===== config.mk =====
export PLATFORM = sky130hd
export DESIGN_NAME = load_store_unit
export DESIGN_NICKNAME = d
export VERILOG_FILES = /design/src/rtl/lsu_pkg.sv /design/src/rtl/lsu_align.sv /design/src/rtl/load_store_unit.sv
export SDC_FILE = /design/constraint.sdc
export NUM_CORES = 1
export LEC_CHECK = 0
export ABC_AREA = 1
export CAP_MARGIN = 20
export CORE_MARGIN = 4
export CORE_UTILIZATION = 35
export DETAILED_ROUTE_END_ITERATION = 12
export GPL_ROUTABILITY_DRIVEN = 0
export HOLD_SLACK_MARGIN = 0.15
export PLACE_DENSITY_LB_ADDON = 0.15
export SYNTH_ARGS = -nofsm -noshare
export SYNTH_HDL_FRONTEND = slang
export SYNTH_SLANG_ARGS = --single-unit
export TNS_END_PERCENT = 5

===== constraint.sdc =====
create_clock -name clk -period 2.4 [get_ports clk]
set_input_delay 0.72 -clock clk [delete_from_list [all_inputs] [get_ports clk]]
set_output_delay 0.72 -clock clk [all_outputs]
set_load 0.02 [all_outputs]

===== src/rtl/lsu_pkg.sv =====
// lsu_pkg: shared types and helpers for the load/store unit.
//   state_e      - control FSM states
//   req_cls_e    - request classification (legal / illegal funct3 / misaligned)
//   F3_*         - RISC-V load/store funct3 encodings
//   lsu_classify - classifies a request from we, funct3 and the low address bits
package lsu_pkg;

  typedef enum logic [1:0] {
    ST_IDLE,
    ST_ACCESS,
    ST_WRITE,
    ST_RESP
  } state_e;

  typedef enum logic [1:0] {
    CLS_LEGAL,
    CLS_ILLEGAL,
    CLS_MISALIGN
  } req_cls_e;

  localparam logic [2:0] F3_B  = 3'b000;
  localparam logic [2:0] F3_H  = 3'b001;
  localparam logic [2:0] F3_W  = 3'b010;
  localparam logic [2:0] F3_BU = 3'b100;
  localparam logic [2:0] F3_HU = 3'b101;

  // Illegal funct3 takes priority; alignment is only judged for legal sizes.
  function automatic req_cls_e lsu_classify(input logic       we,
                                            input logic [2:0] funct3,
                                            input logic [1:0] addr_lo);
    req_cls_e cls;
    cls = CLS_LEGAL;
    if (we) begin
      if (!(funct3 inside {F3_B, F3_H, F3_W})) cls = CLS_ILLEGAL;
    end else begin
      if (!(funct3 inside {F3_B, F3_H, F3_W, F3_BU, F3_HU})) cls = CLS_ILLEGAL;
    end
    if (cls == CLS_LEGAL) begin
      case (funct3)
        F3_H, F3_HU: if (addr_lo[0])       cls = CLS_MISALIGN;
        F3_W:        if (addr_lo != 2'b00) cls = CLS_MISALIGN;
        default: ;
      endcase
    end
    return cls;
  endfunction

endpackage


===== src/rtl/lsu_align.sv =====
// lsu_align: combinational lane logic for the load/store unit.
//   funct3  in  : access size / signedness
//   addr_lo in  : byte offset within the word
//   rdata   in  : word read from memory
//   wdata   in  : store data (low byte/halfword used for SB/SH)
//   ld_data out : selected lane, sign- or zero-extended (W passes through)
//   st_word out : rdata with the store lane replaced (W: wdata as-is)
// Lanes are little-endian; halfword selection uses addr_lo[1] only.
module lsu_align
  import lsu_pkg::*;
(
  input  logic [2:0]  funct3,
  input  logic [1:0]  addr_lo,
  input  logic [31:0] rdata,
  input  logic [31:0] wdata,
  output logic [31:0] ld_data,
  output logic [31:0] st_word
);

  logic [7:0]  byte_sel;
  logic [15:0] half_sel;

  always_comb begin
    byte_sel = rdata[7:0];
    case (addr_lo)
      2'd0: byte_sel = rdata[7:0];
      2'd1: byte_sel = rdata[15:8];
      2'd2: byte_sel = rdata[23:16];
      2'd3: byte_sel = rdata[31:24];
      default: ;
    endcase
    half_sel = addr_lo[1] ? rdata[31:16] : rdata[15:0];

    ld_data = rdata;
    case (funct3)
      F3_B:    ld_data = {{24{byte_sel[7]}}, byte_sel};
      F3_BU:   ld_data = {24'd0, byte_sel};
      F3_H:    ld_data = {{16{half_sel[15]}}, half_sel};
      F3_HU:   ld_data = {16'd0, half_sel};
      default: ld_data = rdata;
    endcase

    st_word = rdata;
    case (funct3[1:0])
      2'b00: begin
        case (addr_lo)
          2'd0: st_word[7:0]   = wdata[7:0];
          2'd1: st_word[15:8]  = wdata[7:0];
          2'd2: st_word[23:16] = wdata[7:0];
          2'd3: st_word[31:24] = wdata[7:0];
          default: ;
        endcase
      end
      2'b01: begin
        if (addr_lo[1]) st_word[31:16] = wdata[15:0];
        else            st_word[15:0]  = wdata[15:0];
      end
      default: st_word = wdata;
    endcase
  end

endmodule


===== src/rtl/load_store_unit.sv =====
// load_store_unit: MEM-stage load/store unit in front of a word-wide memory
// (async read, sync word write). One request at a time; SB/SH are done as
// read-modify-write.
//   clk, rst_n            : clock, synchronous active-low reset
//   req_valid/req_ready   : request handshake (ready only in IDLE)
//   req_we/funct3/addr/wdata : request fields, latched on accept
//   resp_valid/rdata/err  : one-cycle completion pulse with extended load data
//   mem_addr/write_en/wdata, mem_rdata : word memory port
// Build option: LSU_MISALIGN_TRAP_EN - when defined, misaligned H/HU/W
// requests complete with resp_err and make no access; otherwise the low
// address bits below the access size are ignored.
module load_store_unit
  import lsu_pkg::*;
#(
  parameter int unsigned ADDR_W = 32,
  parameter int unsigned DATA_W = 32
) (
  input  logic              clk,
  input  logic              rst_n,
  input  logic              req_valid,
  output logic              req_ready,
  input  logic              req_we,
  input  logic [2:0]        req_funct3,
  input  logic [ADDR_W-1:0] req_addr,
  input  logic [DATA_W-1:0] req_wdata,
  output logic              resp_valid,
  output logic [DATA_W-1:0] resp_rdata,
  output logic              resp_err,
  output logic [ADDR_W-1:0] mem_addr,
  output logic              mem_write_en,
  output logic [DATA_W-1:0] mem_wdata,
  input  logic [DATA_W-1:0] mem_rdata
);

  state_e            state_q, state_d;
  logic              we_q, we_d;
  logic [2:0]        f3_q, f3_d;
  logic [ADDR_W-1:0] addr_q, addr_d;
  logic [DATA_W-1:0] wdata_q, wdata_d;
  logic [DATA_W-1:0] data_q, data_d;   // load result, or merged word for RMW
  logic              err_q, err_d;

  logic [DATA_W-1:0] ld_ext;
  logic [DATA_W-1:0] st_merged;
  req_cls_e          cls;
  logic              req_err;
  logic              accept;
  logic              sw_access;

  lsu_align u_align (
    .funct3  (f3_q),
    .addr_lo (addr_q[1:0]),
    .rdata   (mem_rdata),
    .wdata   (wdata_q),
    .ld_data (ld_ext),
    .st_word (st_merged)
  );

  always_ff @(posedge clk) begin
    if (!rst_n) begin
      state_q <= ST_IDLE;
      we_q    <= 1'b0;
      f3_q    <= '0;
      addr_q  <= '0;
      wdata_q <= '0;
      data_q  <= '0;
      err_q   <= 1'b0;
    end else begin
      state_q <= state_d;
      we_q    <= we_d;
      f3_q    <= f3_d;
      addr_q  <= addr_d;
      wdata_q <= wdata_d;
      data_q  <= data_d;
      err_q   <= err_d;
    end
  end

  always_comb begin
    cls = lsu_classify(req_we, req_funct3, req_addr[1:0]);
`ifdef LSU_MISALIGN_TRAP_EN
    req_err = (cls != CLS_LEGAL);
`else
    req_err = (cls == CLS_ILLEGAL);
`endif
    accept  = req_valid && (state_q == ST_IDLE);
    state_d = state_q;
    we_d    = we_q;
    f3_d    = f3_q;
    addr_d  = addr_q;
    wdata_d = wdata_q;
    data_d  = data_q;
    err_d   = err_q;
    case (state_q)
      ST_IDLE: begin
        if (accept) begin
          we_d    = req_we;
          f3_d    = req_funct3;
          addr_d  = req_addr;
          wdata_d = req_wdata;
          data_d  = '0;
          err_d   = req_err;
          state_d = req_err ? ST_RESP : ST_ACCESS;
        end
      end
      ST_ACCESS: begin
        if (!we_q) begin
          data_d  = ld_ext;
          state_d = ST_RESP;
        end else if (f3_q == F3_W) begin
          state_d = ST_RESP;
        end else begin
          data_d  = st_merged;
          state_d = ST_WRITE;
        end
      end
      ST_WRITE: state_d = ST_RESP;
      ST_RESP:  state_d = ST_IDLE;
      default:  state_d = ST_IDLE;
    endcase
  end

  always_comb begin
    sw_access    = (state_q == ST_ACCESS) && we_q && (f3_q == F3_W);
    req_ready    = (state_q == ST_IDLE);
    resp_valid   = (state_q == ST_RESP);
    resp_err     = (state_q == ST_RESP) && err_q;
    resp_rdata   = ((state_q == ST_RESP) && !we_q && !err_q) ? data_q : '0;
    mem_addr     = {addr_q[ADDR_W-1:2], 2'b00};
    mem_write_en = sw_access || (state_q == ST_WRITE);
    mem_wdata    = '0;
    if (sw_access)                 mem_wdata = wdata_q;
    else if (state_q == ST_WRITE)  mem_wdata = data_q;
  end

endmodule

==> results summary <==
The flow ran to the end, and the final reports show no timing, DRC or antenna violations. At the worst endpoint, the arrival time is approximately 1700 ps. The synthesized design contains about 100 register bits. In this run the power density over the cells is slightly above 900 mW/mm^2. The startpoint of the most critical register-to-register path is f3_q[1]. The leakage power total is 3.84 nW.

Based on the critical path, the design can be clocked at up to about 420 MHz. The clock latency on the worst-skew pair came out at between 300 and 400 ps. Between clock sinks in the finished design, the worst skew comes to 10.2 ps. Setup repair after global routing could not meet its margin everywhere. The post-CTS setup buffer count came out at 0. The maximum clock insertion buffer count is 2. Clock-pin slew was measured on the worst setup and hold paths at 70 ps. Of the post-synthesis cell area, the dominant cell type holds 0.307. The final routed DRC violation total is 0. The flop-to-flop setup slack came out at approximately 310 ps. The mean instance size in the synthesized netlist is 6.07 sq um. Counting stages on the worst path, the most repeated cell is sky130_fd_sc_hd__inv_2. The min-delay analysis places its worst path in the category flop to flop. The number of search-and-repair iterations in the first detailed-routing pass is 6. The global-route wire length before repair came out at approximately 37,000 microns. The count of final hold-check violations came to 0. The worst setup path is captured at an output port.

The final-report setup violation count came out at 0. From left edge to right edge, the die measures about 150 microns. The H-tree was split into 3 levels.

In the post-route analysis, the smallest setup slack over all paths is 31.1 ps. The number of port buffers came out at 200. The fraction of the cycle the final worst path needs is 0.987. Counting both buffers and inverters, the worst setup path holds a total of 4. The worst setup path category is flop to output port.

The total wire length is ~24,000 microns. The antenna diode count came out at 0. The number of cells on the worst reg-to-reg path is 8. The final antenna-violating net count is 0. The peak per-stage delay on the critical path is about 330 ps. The synthesized cell area is approximately 0.0067 sq mm.

The worst register-to-register path ends at data_q[25]. The routed length per placed instance is about 16 microns. Of all cell types, the one taking the most synthesized area is sky130_fd_sc_hd__dfxtp_1. The core footprint came out at between 0.015 and 0.02 sq mm. The worst-case setup slack after placement came out at -116 ps.

The total design power is 8.33 mW. The height of the die is 146 microns. During I/O placement, the number of pins put on the boundary was approximately 200. The share of flip-flops with an asynchronous set or reset after synthesis is 0. The number of global-route vias before repair is ~6,700. The placed wire-length estimate is around 18,000 microns.

In the synthesized netlist the dominant register cell turns out to be sky130_fd_sc_hd__dfxtp_1. The reported max-cap violation count is 0. The sink count of the clock tree is 103. The slew at the pin closest to its max-slew limit came out at ~740 ps. The tree is rooted in a sky130_fd_sc_hd__clkbuf_16. The share of final-layout standard cells stronger than drive strength 1 came out at 0.145. The die covers 0.0214 sq mm. For this run, the total global-route usage over all layers was measured as 0.212. The number of standard cells after synthesis came out at roughly 1,100. The worst path needs roughly 2400 ps of the cycle, external delays included.

The final-stage net count came out at around 1,400. The area growth from synthesis to layout is 32.9%. The initial antenna violation count is 0. The commonest cells after synthesis are 299 x sky130_fd_sc_hd__nand2_1, 119 x sky130_fd_sc_hd__nand3_1, 114 x sky130_fd_sc_hd__o21ai_0. On the critical path, the stage with the largest delay is an instance of sky130_fd_sc_hd__dfxtp_2. The total vias in the final route is about 7,400.

Yosys attributes the largest share of cell area to sky130_fd_sc_hd__dfxtp_1 31%, sky130_fd_sc_hd__nand2_1 17%, sky130_fd_sc_hd__nand3_1 8.9%. The number of synthesized flops with an enable pin came out at 0. Traced cell by cell, the critical path runs through inv_2 -> ha_2 -> nand2_2 -> inv_2 -> nand3_4 -> buf_12 -> o21ai_0 -> buf_2. The most common cell in the synthesized netlist is sky130_fd_sc_hd__nand2_1. The largest driver fanout on the critical path came out at 38.

Dividing the detail-routed via count by the number of cells gives between 4 and 5. The sequential-to-total area share from yosys stat is 0.307. The cell count along the critical path is 8. The clock buffer count from CTS is 9. The number of pins exceeding their max-slew limit in the final report was 0.

The tightest hold path in the finished design has a slack of just under 500 ps. During synthesis, Yosys emitted a total of 0 warnings. The peak ir drop on the vdd network is approximately 0.51 mV.

The pin count of the biggest net entering global routing is 66. STA classifies the critical path startpoint as a flop. The CTS tree is built. Synthesis instantiated 32 different standard cells from the library. In this run the tightest slew margin relative to its limit is 0.501. The post-route core utilization came out at 0.475. In this run, the number of DRC markers left after iteration 0 of detailed routing was slightly above 600. The row count came out at 50.

In this run the worst setup path terminates at mem_wdata[12]. The initial standard-cell utilization of the core is 0.357. The global route total overflow came out at 0.

For the worst setup path, the data required time is around 1700 ps. The critical path starts at state_q[1]. The largest delay contributor family on the critical path is buffers and inverters.
how the worst min path moves through the flow:
stage                     depth (start not counted)   startpoint           to
after floorplan                                   2  wdata_q[16]  wdata_q[16]
after global placement                            2   addr_q[16]   addr_q[16]
after detailed placement                          2   addr_q[30]   addr_q[30]
after CTS                                         2   addr_q[10]   addr_q[10]
after global routing                              2   addr_q[21]   addr_q[21]
final                                             2   addr_q[17]   addr_q[17]
what timing repair did:
action                     in CTS  in global routing
cloned                          0                  0
gates resized for setup       256                 84
setup endpoints to repair      68                 55
pin swaps                       1                  0
hold buffers                    0                  0
routing by layer:
layer,track usage,share of wire,vias up
li1,-,-,3804
met1,0.271,0.43,3246
met2,0.343,0.46,277
met3,0.0677,0.085,37
met4,0.0644,0.027,0
met5,0,0,-
per-stage QoR:
stage | setup TNS (ps) | std cells | area, sq um
6_report | 0 | 1495 | 8910
5_1_grt | -1090 | 1495 | 8910
4_1_cts | -1870 | 1495 | 9050
3_5_place_dp | -3510 | 1479 | 8860
3_3_place_gp | -1600 | 1479 | 8860
2_1_floorplan | 0 | 1106 | 6710
where the power goes:
part           internal (mW)  total [mW]  leakage (nW)  switching [mW]
combinational           1.65        4.37          2.84            2.72
sequential              2.15        2.42         0.848           0.272
clock                  0.823        1.55         0.148           0.723
flip-flops by register name, summed over array words and instances, names as in the netlist:
| register | cells |
|---|---|
| wdata_q | 32 |
| we_q | 1 |
| err_q | 1 |
| f3_q | 3 |
| addr_q | 32 |
| state_q | 2 |
| data_q | 32 |
logic make-up after synthesis:
group | Yosys count | share of synthesized area
fa+ha+maj | 4 | 0.00746
other cells | 1 | 0.000559
simple gates | 563 | 0.356
compound gates | 228 | 0.183
buf+inv | 206 | 0.145
flops | 103 | 0.307
layout make-up:
| type | instances | area [sq um] |
|---|---|---|
| multi-input cells | 797 | 3700 |
| inverters | 97 | 367 |
| clock buffers | 9 | 225 |
| well taps | 234 | 293 |
| repair buffers | 248 | 2180 |
| clock inverters | 7 | 80.1 |
| flip-flops and latches | 103 | 2060 |
| fillers | 2073 | 9860 |
cell usage in the layout, fill, tap and decap left out, types with 2 or more instances in the layout:
cell type	netlist	layout
sky130_fd_sc_hd__a21oi_1	88	88
sky130_fd_sc_hd__a21oi_2	10	10
sky130_fd_sc_hd__a31oi_1	2	2
sky130_fd_sc_hd__buf_12	1	8
sky130_fd_sc_hd__buf_2	29	48
sky130_fd_sc_hd__buf_4	39	56
sky130_fd_sc_hd__buf_6	0	2
sky130_fd_sc_hd__clkbuf_16	0	9
sky130_fd_sc_hd__clkdlybuf4s50_1	0	131
sky130_fd_sc_hd__clkinv_4	0	2
sky130_fd_sc_hd__conb_1	1	2
sky130_fd_sc_hd__dfxtp_1	103	101
sky130_fd_sc_hd__dfxtp_2	0	2
sky130_fd_sc_hd__dlygate4sd2_1	0	3
sky130_fd_sc_hd__ha_1	4	2
sky130_fd_sc_hd__ha_2	0	2
sky130_fd_sc_hd__inv_1	93	91
sky130_fd_sc_hd__inv_2	2	4
sky130_fd_sc_hd__nand2_1	299	296
sky130_fd_sc_hd__nand2_2	12	14
sky130_fd_sc_hd__nand2_4	1	2
sky130_fd_sc_hd__nand3_1	119	119
sky130_fd_sc_hd__nand3_4	1	2
sky130_fd_sc_hd__nand3b_1	7	7
sky130_fd_sc_hd__nor2_1	109	109
sky130_fd_sc_hd__nor2_2	2	2
sky130_fd_sc_hd__o211ai_1	8	8
sky130_fd_sc_hd__o211ai_2	2	2
sky130_fd_sc_hd__o21ai_0	114	98
sky130_fd_sc_hd__o21ai_1	0	15
sky130_fd_sc_hd__o21bai_1	3	3
sky130_fd_sc_hd__or2_2	9	9
worst min-delay path: cells and delay by family, from the launching register on:
kind | cells | cell delay (ps)
DFF | 1 | 330
and+or+nand+nor | 2 | 130
No activity file was read; power rests on OpenSTA's default activity.
